===== src/rtl/arbiter_rr_4_to_1.sv =====
// Round-robin arbiter draining four first-word-fallthrough FIFOs into one downstream FIFO.
// The pop is combinational from the current state and pointer; the forwarded word, push, grant and count are registered.
module arbiter_rr_4_to_1 #(
    parameter int DATA_WIDTH = 16,
    parameter int N_INPUTS   = 4,
    parameter int CNT_WIDTH  = 8
) (
    input  logic                           clk,
    input  logic                           reset,
    input  logic                           enable,
    input  logic [N_INPUTS*DATA_WIDTH-1:0] data_in,
    input  logic [N_INPUTS-1:0]            empty,
    input  logic                           almost_full,
    output logic [N_INPUTS-1:0]            pop,
    output logic [DATA_WIDTH-1:0]          data_out,
    output logic                           push,
    output logic [1:0]                     grant_id,
    output logic [1:0]                     state,
    output logic [CNT_WIDTH-1:0]           count
);

    typedef enum logic [1:0] {
        IDLE   = 2'd0,
        ACTIVE = 2'd1,
        PAUSE  = 2'd2
    } arbState_t;

    arbState_t             stateReg;
    arbState_t             stateNext;
    logic [1:0]            lastGrant;
    logic [1:0]            probeLane;
    logic [1:0]            selLane_p0;
    logic                  laneFound;
    logic                  anyReq;
    logic                  grantVld_p0;
    logic [DATA_WIDTH-1:0] laneWord [N_INPUTS];

    always_comb begin
        for (int i = 0; i < N_INPUTS; i++) begin
            laneWord[i] = data_in[i*DATA_WIDTH +: DATA_WIDTH];
        end
    end

    // Stage p0: search starts just after the last served lane and wraps back to it.
    always_comb begin
        laneFound  = 1'b0;
        selLane_p0 = lastGrant;
        probeLane  = lastGrant;
        for (int k = 1; k <= 4; k++) begin
            probeLane = lastGrant + 2'(k);
            if (!laneFound && !empty[probeLane]) begin
                laneFound  = 1'b1;
                selLane_p0 = probeLane;
            end
        end
    end

    assign anyReq      = !(&empty);
    assign grantVld_p0 = (stateReg == ACTIVE) && enable && !almost_full && anyReq && laneFound;
    assign pop         = grantVld_p0 ? (N_INPUTS'(1) << selLane_p0) : '0;
    assign state       = stateReg;

    always_comb begin
        stateNext = stateReg;
        if (!enable) begin
            stateNext = IDLE;
        end else begin
            case (stateReg)
                IDLE:    stateNext = ACTIVE;
                ACTIVE:  if (almost_full) stateNext = PAUSE;
                PAUSE:   if (!almost_full) stateNext = ACTIVE;
                default: stateNext = IDLE;
            endcase
        end
    end

    // Stage p1: forwarded word and push strobe toward the downstream FIFO.
    always_ff @(posedge clk or posedge reset) begin
        if (reset) begin
            stateReg  <= IDLE;
            lastGrant <= 2'd3;
            push      <= 1'b0;
            data_out  <= '0;
            grant_id  <= 2'd0;
            count     <= '0;
        end else begin
            stateReg <= stateNext;
            if (grantVld_p0) begin
                data_out  <= laneWord[selLane_p0];
                push      <= 1'b1;
                grant_id  <= selLane_p0;
                lastGrant <= selLane_p0;
                count     <= count + CNT_WIDTH'(1);
            end else begin
                push <= 1'b0;
            end
        end
    end

endmodule

===== config.mk =====
export PLATFORM = sky130hd
export DESIGN_NAME = arbiter_rr_4_to_1
export DESIGN_NICKNAME = d
export VERILOG_FILES = /design/src/rtl/arbiter_rr_4_to_1.sv
export SDC_FILE = /design/constraint.sdc
export NUM_CORES = 1
export LEC_CHECK = 0
export ABC_AREA = 1
export CAP_MARGIN = 15
export CORE_MARGIN = 8
export CORE_UTILIZATION = 43
export DETAILED_ROUTE_END_ITERATION = 10
export PLACE_DENSITY = 0.93
export REMOVE_ABC_BUFFERS = 1
export SLEW_MARGIN = 20
export SYNTH_ARGS = -nofsm -noshare
export SYNTH_HDL_FRONTEND = slang
export SYNTH_SLANG_ARGS = --single-unit

===== constraint.sdc =====
create_clock -name clk -period 2.4 [get_ports clk]
set_clock_uncertainty 0.1 [all_clocks]
set_input_delay 0.24 -clock clk [delete_from_list [all_inputs] [get_ports clk]]
set_output_delay 0.24 -clock clk [all_outputs]
set_load 0.05 [all_outputs]

==> results of run 1 <==
-- cell type report --
cell class	count	area, um^2
Fill cell	479	1680
Multi-Input combinational cell	269	1400
Sequential cell	31	778
Clock inverter	2	35.0
Inverter	47	181
Tap cell	72	90.1
Clock buffer	6	82.6
Timing Repair Buffer	122	1230
-- flip-flops by register name, indices dropped and copies added (netlist names) --
name,cells
count,8
lastGrant,2
state,2
grant_id,2
data_out,16
push,1
-- metrics by stage --
stage	instances	util	power, W	setup TNS, ns	hold WS [ns]
after floorplan	347	-	0.00360	-2.76	0.242
after global placement	537	0.650	0.00475	0	0.361
after detailed placement	537	0.650	0.00484	0	0.364
after CTS	547	0.677	0.00543	-0.0791	0.260
after global routing	549	0.693	0.00610	-0.0419	0.294
final	549	0.693	0.00561	0	0.249
-- layout by cell type, fill, tap and decap left out, drive strengths merged, types with 2 or more instances in the layout --
cell type / n
inv: 47
nor2: 8
nand3: 93
xor2: 2
nand4: 3
clkdlybuf4s50: 100
dfstp: 2
clkbuf: 6
o21ai: 4
buf: 22
dfrtp: 29
nand2: 148
xnor2: 4
-- power breakdown --
part / internal [W] / switching, W / leakage [nW] / total, W
logic: 0.00151 / 0.00270 / 1.51 / 0.00421
clock network: 0.000336 / 0.000194 / 0.0612 / 0.000530
registers: 0.000726 / 0.000141 / 0.390 / 0.000867
total: 0.00257 / 0.00303 / 1.96 / 0.00561
-- cells by family (layout without fill, tap and decap cells) --
kind of cell,count (synthesis),count (layout)
XOR/XNOR,6,6
buffers and inverters,67,177
flip-flops,31,31
AND/OR/NAND/NOR,255,255
adder cells (fa/ha/maj),1,1
AO/OA/AOI/OAI,7,7
-- worst reg2reg max path, cell delays in order, from the launching register on --
cell	delay, ns
dfstp_2	0.57
inv_2	0.12
nand2_1	0.09
nand2_2	0.08
nand2_4	0.11
nand2_8	0.08
nand3_1	0.11
nand3_2	0.10
nand2_4	0.14
buf_4	0.17
buf_4	0.19
nand3_1	0.08
nand2_1	0.07
nand2_1	0.04
nand2_1	0.05
-- worst max-delay path by stage --
stage                        end    startpoint  slack (ns)
final                     pop[0]  lastGrant[0]        0.08
after global routing      pop[0]  lastGrant[0]       -0.03
after CTS                 pop[0]  lastGrant[0]       -0.03
after floorplan           pop[1]      state[0]       -0.71
after global placement    pop[0]  lastGrant[0]        0.23
after detailed placement  pop[1]  lastGrant[0]        0.15
-- what timing repair did --
action | in CTS | in global routing
setup buffers | 2 | 2
setup endpoints to repair | 4 | 4
pin swaps | 0 | 4
hold buffers | 0 | 0
cloned | 0 | 0
gates resized for setup | 0 | 17
hold endpoints to repair | 0 | 0
-- metal layers --
layer,global-route usage,part of all wire
met2,0.316,0.52
met3,0.0634,0.077
met5,0,0
met4,0.0491,0.012
met1,0.188,0.40
==> impl_results.md, run 1 <==
* Max-slew violations at 0
* WS Path Type: flip-flop to output port
* DR WL/cell at 13.3 um
* Clk buf depth at 2
* Die area at 8310 um^2
* CTS Buf Count at 5
* RSZ-0062 raised after global routing: true
* Layout Nets at 549
* Hold Vio Cnt, Final at 0
* Antenna viol nets, final at 0
* Top-count cell post-synth: nand2_1
* Multiplexer area fraction after synthesis at 0
* VDD IR-drop max at 0.000761 V
* Area Overhead vs Synth at 56.1%
* Vias in the first global route at 2,725
* Tcrit/Tclk final at 0.968
* Share of cells above drive strength 1 at 0.153
* Reg2Reg Setup Slack at 0.24 ns
* Main synth FF type: dfrtp_1
* # IOs at 105
* First-pass GRT wire length at 12,300 um
* Core ar. at 5470 um^2
* Via Count at 2,705
* Reg-to-reg startpoint: lastGrant[0]
* Yosys top cell area share at 0.299
* Post-synthesis adder-cell area fraction at 0.00515
* GRT overflow at 0
* Via density at 4.93
* Power Density at 1480 nW/um^2
* Main combinational cell family by area after synthesis: simple AND/OR/NAND/NOR gates
* Simple-gate share of the synthesized area at 0.500
* ANT cells at 0
* Final setup fails at 0
* Slowest CP cell: dfstp_2
* R2R cell count at 14
* Largest cells by area after synthesis: dfrtp_1, nand2_1, nand3_1
* Clk_lat worst skew at 0.27 ns
* WP data required at 2.06 ns
* Worst-path clk slew at 0.07 ns
* Routability cong. at 0.762
* Synthesized area per cell at 6.62 um^2
* Rows at 27
* Largest net degree at the start of global routing at 32
* TritonCTS clock tree: done
* Max-cap violations at 0
* Routed WL at 7320 um
* Initial drt markers at 72
* Post-synth top area cell: dfrtp_1
* Mapped cell area at 2430 um^2
* Reg2reg end: data_out[13]
* Final WS setup at 0.0763 ns
* Design area at 3790 um^2
* Worst slew pin tran at 0.540 ns
* EDFF count, synth at 0
* Worst EP arrival at 1.98 ns
* CP top delay family: simple AND/OR/NAND/NOR gates
* Async S/R FF share, synth at 1.00
* Status: finished clean
* Crit. path cell count at 11
* Slew headroom at 0.639
* Initial core utilization at 0.444
* Post-Place Cell Area at 3560 um^2
* Buf/Inv on CP at 3
* Chip height at 91.2 um
* Startpoint Class: flip-flop
* Synth cell types at 31
* XOR/XNOR Fraction of Synth Area at 0.0216
* Pre-CTS WS at 0.146 ns
* H-tree levels at 2
* Min cycle time layout at 2.32 ns
* Detail Placement HPWL at 5690 um
* Port Buf Inserts at 104
* Overall Global Routing Usage at 0.175
* Num Clock Sinks at 31
* Mapped Cells at 367
* Max FO, Critical Path at 12
* Die X at 91.2 um
* Leading cell types by count after synthesis: nand2_1, nand3_1, inv_1, dfrtp_1, nand2_2
* Area fraction in compound gates after synthesis at 0.0165
* Critical-path cell list: inv_2 -> nand2_1 -> nand2_2 -> nand2_4 -> nand2_8 -> nand3_1 -> nand3_2 -> nand2_4 -> inv_6 -> nor2_4 -> buf_12
* Ys Warns at 0
* DRT Pass-1 Iters at 4
* Min-delay worst type: input port to asynchronous set/reset pin
* Most used cell, CP: nand2_4
* FF+latch count, synth at 31
* Sequential-to-total area share from yosys stat at 0.320
* Initial antenna violation count at 0
* Leakage at 1.96 nW
* Drt drc at 0
* CP Capture Type: output port
* Maximum achievable frequency at 0.430 GHz
* Root buffer cell: clkbuf_8
* Crit path largest cell delay at 0.57 ns
Power figures use the tool's default switching activity.
==> run 2: changes to the inputs <==
- CELL_PAD_IN_SITES_DETAIL_PLACEMENT: not set -> 0
- CELL_PAD_IN_SITES_GLOBAL_PLACEMENT: not set -> 1
- CTS_CLUSTER_SIZE: not set -> 30
- DONT_BUFFER_PORTS: not set -> 1
- PLACE_DENSITY: 0.93 -> 0.92
==> impl_results.md, run 2 (synthesis gave the netlist of run 1 again) <==
* Top Registers: data_out: 16 flops, count: 8 flops
* Share of cells above drive strength 1 at 0.222 (+0.0686)
* Min cycle time layout at 2.42 ns (+0.0967 ns)
* Rows at 27 (unchanged)
* Status: finished, violations left
* Max-slew violations at 0 (unchanged)
* First-pass GRT wire length at 12,000 um (-2.9%)
* Initial antenna violation count at 0 (unchanged)
* Hold Slack at 0.00799 ns (-0.241 ns)
* Antenna viol nets, final at 0 (unchanged)
* Layout Nets at 460 (-16%)
* CP Capture Type: output port
* Worst slew pin tran at 0.565 ns (+0.0247 ns)
* Slew headroom at 0.623 (-0.0157)
* Vias in the first global route at 2,473 (-9.2%)
* RSZ-0062 raised after global routing: true
* Die area at 8310 um^2 (unchanged)
* Initial drt markers at 163 (+130%)
* Buf/Inv on CP at 3 (unchanged)
* Chip height at 91.2 um (unchanged)
* Worst EP arrival at 2.08 ns (+0.10 ns)
* Die X at 91.2 um (unchanged)
* H-tree levels at 2 (unchanged)
* Min-delay worst type: input port to flip-flop
* Largest register FFs at 16 (unchanged)
* Setup TNS at -0.0227 ns (-0.0227 ns)
* Commonest non-fill, non-tap cell in the layout: nand2_1
* Min-Delay Startpoint: enable
* Final setup fails at 2 (+2)
* VDD IR-drop max at 0.000834 V (+9.6%)
* Worst-path clk slew at 0.07 ns (about the same)
* Hold Path Cell Cnt at 2
* Crit path largest cell delay at 0.60 ns (+0.03 ns)
* Endpoint, Worst Hold: state[1]
* Biggest register: data_out
* WS Path Type: flip-flop to output port
* Clk_lat worst skew at 0.28 ns (about the same)
* Routed WL at 7280 um (-0.59%)
* Via Count at 2,391 (-12%)
* Via density at 5.20 (+5.5%)
* DRT Pass-1 Iters at 4 (unchanged)
* Overall Global Routing Usage at 0.173 (-0.00213)
* Leakage at 1.63 nW (-17%)
* Reg2reg end: data_out[5]
* Tcrit/Tclk final at 1.01 (+0.0403)
* Power Density at 1900 nW/um^2 (+29%)
* Crit. path cell count at 11 (unchanged)
* # IOs at 105 (unchanged)
* Reg2Reg Setup Slack at 0.13 ns (-0.11 ns)
* GRT overflow at 0 (unchanged)
* Drt drc at 0 (unchanged)
* Register area at 778 um^2 (unchanged)
* Max-cap violations at 0 (unchanged)
* Max FO, Critical Path at 7 (-5)
* Clk buf depth at 2 (unchanged)
* DR WL/cell at 15.8 um (+19%)
* Slowest CP cell: dfstp_2
* Commonest cells after routing, fill and taps aside: nand2_1, nand3_1, inv_1, dfrtp_1, buf_4
* Multi-input gate area at 1420 um^2 (+1.3%)
* Num Clock Sinks at 31 (unchanged)
* Reg-to-reg startpoint: lastGrant[0]
* Port Buf Inserts at 0 (-100%)
* CTS Buf Count at 5 (unchanged)
* Startpoint Class: flip-flop
* Root buffer cell: clkbuf_8
* Area Overhead vs Synth at 18.9%
* CP top delay family: simple AND/OR/NAND/NOR gates
* R2R cell count at 15 (+1)
* Violated checks: setup timing
* Critical-path cell list: buf_12 -> nand2_2 -> nand2_4 -> nand2_4 -> nand2_8 -> nand3_4 -> nand3_4 -> nand2_8 -> buf_12 -> nor2_4 -> buf_8
* Largest net degree at the start of global routing at 33 (+3.1%)
* Final WS setup at -0.0204 ns (-0.0967 ns)
* Hold Vio Cnt, Final at 0 (unchanged)
* Routability cong. at 0.922 (+21%)
* TritonCTS clock tree: done
* Maximum achievable frequency at 0.413 GHz (-4.0%)
* Core ar. at 5470 um^2 (unchanged)
* WP data required at 2.06 ns (about the same)
* Initial core utilization at 0.444 (unchanged)
* Detail Placement HPWL at 5310 um (-6.6%)
* Fill cells at 534 (+11%)
* ANT cells at 0 (unchanged)
-- run 2: changes by cell type in the layout (fill, tap and decap cells not counted), sizes merged --
cell           before  now
buf                22   32
bufinv              1    0
clkbuf              6    7
clkdlybuf4s50     100    0
clkinv              1    0
clkinvlp            0    1
dlygate4sd3         0    1
-- run 2: stage by stage --
| step | utilization | area [um^2] | worst slack, ns | instances | power [W] |
|---|---|---|---|---|---|
| 6_report | 0.528 | 2890 | -0.0204 | 460 | 0.00550 |
| 5_1_grt | 0.528 | 2890 | -0.0951 | 460 | 0.00597 |
| 4_1_cts | 0.524 | 2870 | 0.00330 | 460 | 0.00550 |
| 3_5_place_dp | 0.466 | 2550 | 0.0792 | 441 | 0.00443 |
| 3_3_place_gp | 0.466 | 2550 | 0.135 | 441 | 0.00439 |
| 2_1_floorplan | - | 2280 | -0.713 | 347 | 0.00360 |
-- run 2: timing repair --
action                     4_1_cts  5_1_grt
setup endpoints to repair        4       10
hold endpoints to repair        11        0
hold buffers                     1        0
setup buffers                   10        0
pin swaps                        9        8
resized for setup               23        6
-- run 2: cell type report --
type / count / area share
Multi-Input combinational cell: 269 / 0.490
Sequential cell: 31 / 0.269
Timing Repair Buffer: 33 / 0.107
Inverter: 47 / 0.0663
Clock buffer: 7 / 0.0333
Tap cell: 72 / 0.0312
Clock inverter: 1 / 0.00260
-- run 2: worst max path at each step --
| stage | startpoint | to | slack, ns |
|---|---|---|---|
| final | lastGrant[0] | pop[3] | -0.02 |
| after global routing | lastGrant[0] | pop[3] | -0.1 |
| after floorplan | state[0] | pop[1] | -0.71 |
| after detailed placement | lastGrant[0] | pop[1] | 0.08 |
| after CTS | lastGrant[0] | pop[3] | 0.003 |
| after global placement | lastGrant[0] | pop[1] | 0.13 |
-- run 2: power by group --
part | internal, W | switching (W) | leakage (nW)
clock | 0.000261 | 0.000209 | 0.0505
sequential | 0.000715 | 0.000667 | 0.390
combinational | 0.00137 | 0.00228 | 1.19
-- run 2: routing by layer --
metal	global-route usage	vias up	part of all wire	wire (um)
met4	0.0464	0	0.015	111
li1	-	1190	-	-
met5	0	-	0	0
met2	0.271	107	0.45	3290
met1	0.222	1085	0.45	3300
met3	0.0593	9	0.078	571
==> variant 1 (settings of run 2) <==
Change the parameter `DATA_WIDTH` from 16 to 32.
--- a/src/rtl/arbiter_rr_4_to_1.sv
+++ b/src/rtl/arbiter_rr_4_to_1.sv
@@ -2,5 +2,5 @@
 // The pop is combinational from the current state and pointer; the forwarded word, push, grant and count are registered.
 module arbiter_rr_4_to_1 #(
-    parameter int DATA_WIDTH = 16,
+    parameter int DATA_WIDTH = 32,
     parameter int N_INPUTS   = 4,
     parameter int CNT_WIDTH  = 8
Interface: changed (resized data_in and data_out); port bits go from 105 to 185. The function was not compared with the original's and may differ.
==> variant 1 against run 2 <==
  * The run still ends with setup timing left
  * Synthesized cell count up 67%
  * Setup slack worse by 0.074 ns
  * Global-route usage up 1.3 points
  * Routed wire length up 65%
  * Design area up 55%
  * Sequential cell count up 16
  * Synthesized area up 54%
  * Register-to-register slack worse by 0.06 ns
  * Hold slack better by 0.017 ns
  * Die area up 44%
  * First-iteration DRC count up 49%
  * Maximum frequency down 3.0%
  * Total power up 59%
==> variant 1: results (changes against run 2) <==
Worst-path clk slew -> 0.09 ns (was 0.07 ns)
Layout fillers -> 865 (was 534)
Pleak -> 0.002622 uW (was 0.001635 uW)
Largest net degree at the start of global routing -> 65 (was 33)
RePlAce Congestion -> 0.8467 (was 0.9217)
XOR/XNOR Fraction of Synth Area -> 1.634% (was 2.163%)
First-pass GRT wire length -> 18150 um (was 11960 um)
Status -> finished with violations (unchanged)
Data buffer area share -> 12.47% (was 10.74%)
Commonest cells post-synth -> nand2_1 (234), nand3_1 (168), inv_1 (76) (was nand2_1 (127), nand3_1 (89), inv_1 (43))
Internal -> 3681 uW (was 2350 uW)
Placed cell count -> 705 (was 441)
Postcts setup bufs -> 17 (was 10)
Die width -> 109.4 um (was 91.17 um)
DP Wirelength -> 8348 um (was 5308 um)
Final Setup Violations -> 4 (was 2)
Setup TNS -> -0.2816 ns (was -0.02269 ns)
Met3 Use GR -> 5.920% (was 5.926%)
Comb_multi_in -> 445 (was 269)
Share of cells above drive strength 1 -> 16.77% (was 22.16%)
Final WS setup -> -0.09423 ns (was -0.02043 ns)
Hold buffers post-CTS -> 2 (was 1)
Synth cell types -> 22 (was 31)
GR Util All Layers -> 18.60% (was 17.33%)
Met2 wire len -> 5825 um (was 3294 um)
Vias in the first global route -> 3821 (was 2473)
Compound-cell area share of the yosys netlist -> 0.7669% (was 1.648%)
Fin nets -> 768 (was 460)
Max FO, Critical Path -> 4 (was 7)
Failing checks -> setup timing (unchanged)
Avg Cell Area, Syn -> 6.121 sq um (was 6.621 sq um)
Met3 Wirelength -> 1102 um (was 571 um)
Wire per inst -> 16.24 um (was 15.82 um)
Routed vias -> 3982 (was 2391)
1st-iter DRT viols -> 243 (was 163)
Dominant cells by area after synthesis -> dfrtp_1 (30%), nand2_1 (23%), nand3_1 (22%) (was dfrtp_1 (30%), nand2_1 (20%), nand3_1 (18%))
Placed Area -> 3886 sq um (was 2551 sq um)
Inverters -> 79 (was 47)
Clkbuf count -> 5 (was 7)
Multi-input gate area -> 2195 sq um (was 1415 sq um)
Slack of the worst reg-to-reg path -> 0.07 ns (was 0.13 ns)
Max IR drop VDD -> 0.6347 mV (was 0.8339 mV)
Worst Tran Pin Value -> 0.8088 ns (was 0.5645 ns)
CP arrival -> 2.15 ns (was 2.08 ns)
TritonCTS Sinks -> 47 (was 31)
Final WL -> 12020 um (was 7279 um)
FF/Latch Area -> 1179 sq um (was 778.2 sq um)
GR Util met2 -> 31.48% (was 27.15%)
Adder-Cell Fraction of Synth Area -> 0.3334% (was 0.5149%)
Critical Path Max Stage Delay -> 0.63 ns (was 0.60 ns)
Global-route track usage on met1 -> 21.85% (was 22.15%)
Hold WS -> 0.02478 ns (was 0.007992 ns)
Bufs w/o clock -> 53 (was 33)
RR Endpoint -> data_out[21]$_DFFE_PP0P_ (was data_out[5]$_DFFE_PP0P_)
[variant 1: worst max path at each step]
stage,startpoint,endpoint,slack (ns)
after floorplan,state[0]$_DFFE_PP0P_,pop[2],-1.19
after detailed placement,lastGrant[0]$_DFFE_PP1P_,data_out[4]$_DFFE_PP0P_,0.08
after global routing,lastGrant[0]$_DFFE_PP1P_,pop[0],-0.17
after CTS,lastGrant[0]$_DFFE_PP1P_,pop[2],-0.005
final,lastGrant[0]$_DFFE_PP1P_,pop[1],-0.09
after global placement,lastGrant[0]$_DFFE_PP1P_,data_out[24]$_DFFE_PP0P_,0.18
[variant 1: power groups by stage]
stage                     Clock, uW  Sequential (uW)  Combinational (uW)
after CTS                       510             2330                5300
after global placement            0             2340                4540
final                           494             2330                5900
after global routing            534             2380                6540
after floorplan                   0             2340                3190
after detailed placement          0             2340                4630
==> variant 2 (config.mk and constraints of run 2) <==
Made on the original files. Register the output `count` once more, without a reset; this adds one clock of latency there. The other outputs are not delayed to match. Comments in the files are not updated.
--- a/src/rtl/arbiter_rr_4_to_1.sv
+++ b/src/rtl/arbiter_rr_4_to_1.sv
@@ -25,4 +25,6 @@
         PAUSE  = 2'd2
     } arbState_t;
+
+    logic [CNT_WIDTH-1:0] count_s0;
 
     arbState_t             stateReg;
@@ -83,5 +85,5 @@
             data_out  <= '0;
             grant_id  <= 2'd0;
-            count     <= '0;
+            count_s0  <= '0;
         end else begin
             stateReg <= stateNext;
@@ -91,5 +93,5 @@
                 grant_id  <= selLane_p0;
                 lastGrant <= selLane_p0;
-                count     <= count + CNT_WIDTH'(1);
+                count_s0  <= count_s0 + CNT_WIDTH'(1);
             end else begin
                 push <= 1'b0;
@@ -98,3 +100,7 @@
     end
 
+    always_ff @(posedge clk) begin
+        count <= count_s0;
+    end
+
 endmodule
Check against the original RTL: not equivalent (a bounded check fails within 4 cycles, from zero or initial values and one cycle with reset high).
==> variant 2 against run 2 <==
  * The flow still finishes with violations (setup timing)
  * Routed wire length rose by 4.7%
  * Total power increased by 7.1%
  * Design area is 9.3% higher
  * Combinational power grew 3%
  * Maximum frequency decreased by 5.4%
  * Count of clock-buffer cells in the layout decreased by 2
  * Final cell count rose by 4.1%
  * Setup slack got worse by 0.14 ns
  * Synthesized area increased by 3.8%
  * Critical path depth rose by 2
  * Sequential cell count increased by 8
  * Highest routed layer unchanged
==> variant 2: results (changes against run 2) <==
Status -> finished with violations (unchanged)
Failing checks -> setup timing (unchanged)
Layout fillers -> 550 (was 534)
1st-iter DRT viols -> 46 (was 163)
Adder-Cell Fraction of Synth Area -> 0.4963% (was 0.5149%)
Final WS setup -> -0.1581 ns (was -0.02043 ns)
Critical Path Max Stage Delay -> 0.57 ns (was 0.60 ns)
Placed Area -> 2644 sq um (was 2551 sq um)
GR Util met2 -> 27.23% (was 27.15%)
M1 wire length -> 3146 um (was 3301 um)
RR Endpoint -> data_out[11]$_DFFE_PP0P_ (was data_out[5]$_DFFE_PP0P_)
GR Util All Layers -> 15.78% (was 17.33%)
Share of cells above drive strength 1 -> 23.76% (was 22.16%)
Ys async rst share -> 79.49% (was 100.0%)
XOR/XNOR Fraction of Synth Area -> 2.084% (was 2.163%)
Final Setup Violations -> 4 (was 2)
RePlAce Congestion -> 0.7972 (was 0.9217)
DRT Pass-1 Iters -> 6 (was 4)
Pleak -> 0.001755 uW (was 0.001635 uW)
Register area share after synthesis -> 37.22% (was 32.03%)
Wire per inst -> 15.90 um (was 15.82 um)
Worst setup path end -> pop[2] (was pop[3])
Met2 wire len -> 3772 um (was 3294 um)
Top flop regs -> data_out: 16 flops, count: 8 flops, count_s0: 8 flops (was data_out: 16 flops, count: 8 flops)
Final Util -> 54.63% (was 52.79%)
Slack of the worst reg-to-reg path -> 0.05 ns (was 0.13 ns)
Synth cell types -> 26 (was 31)
Met3 Wirelength -> 580 um (was 571 um)
First-pass GRT wire length -> 11100 um (was 11960 um)
Vias in the first global route -> 2311 (was 2473)
Dominant cells by area after synthesis -> dfrtp_1 (29%), nand2_1 (21%), nand3_1 (18%) (was dfrtp_1 (30%), nand2_1 (20%), nand3_1 (18%))
Met3 Use GR -> 5.259% (was 5.926%)
==> variant 2: per-stage QoR <==
stage	cells	TNS (ns)	setup slack, ns	hold slack, ns	total power, uW
finish	479	-0.4243	-0.1581	0.01004	5891
global route	479	-1.107	-0.2314	0.03640	6347
CTS	461	-0.01215	-0.01215	0.01084	5154
detailed placement	449	0	0.1357	0.1427	4608
global placement	449	0	0.2066	0.1388	4565
floorplan	359	-2.816	-0.7167	0.2420	3700
==> variant 2: final cells by class <==
type                       instances  area share (%)
inverter                          49           6.300
sequential                        39           29.71
timing repair buffer              37           12.24
multi-input combinational        271           45.96
clock inverter                     3          0.6339
tap                               75           2.971
clock buffer                       5           2.179
==> variant 2: what timing repair did <==
action	4_1_cts	5_1_grt
buffers inserted	2	18
resized for setup	7	62
pin swaps	2	24
hold buffers	2	0
setup endpoints to repair	4	4
hold endpoints to repair	30	0
==> variant 2: power breakdown <==
group	switching, uW	total (uW)	internal, uW
Sequential	819	1710	890
Combinational	2280	3750	1470
Clock	235	437	202
Total	3330	5890	2560
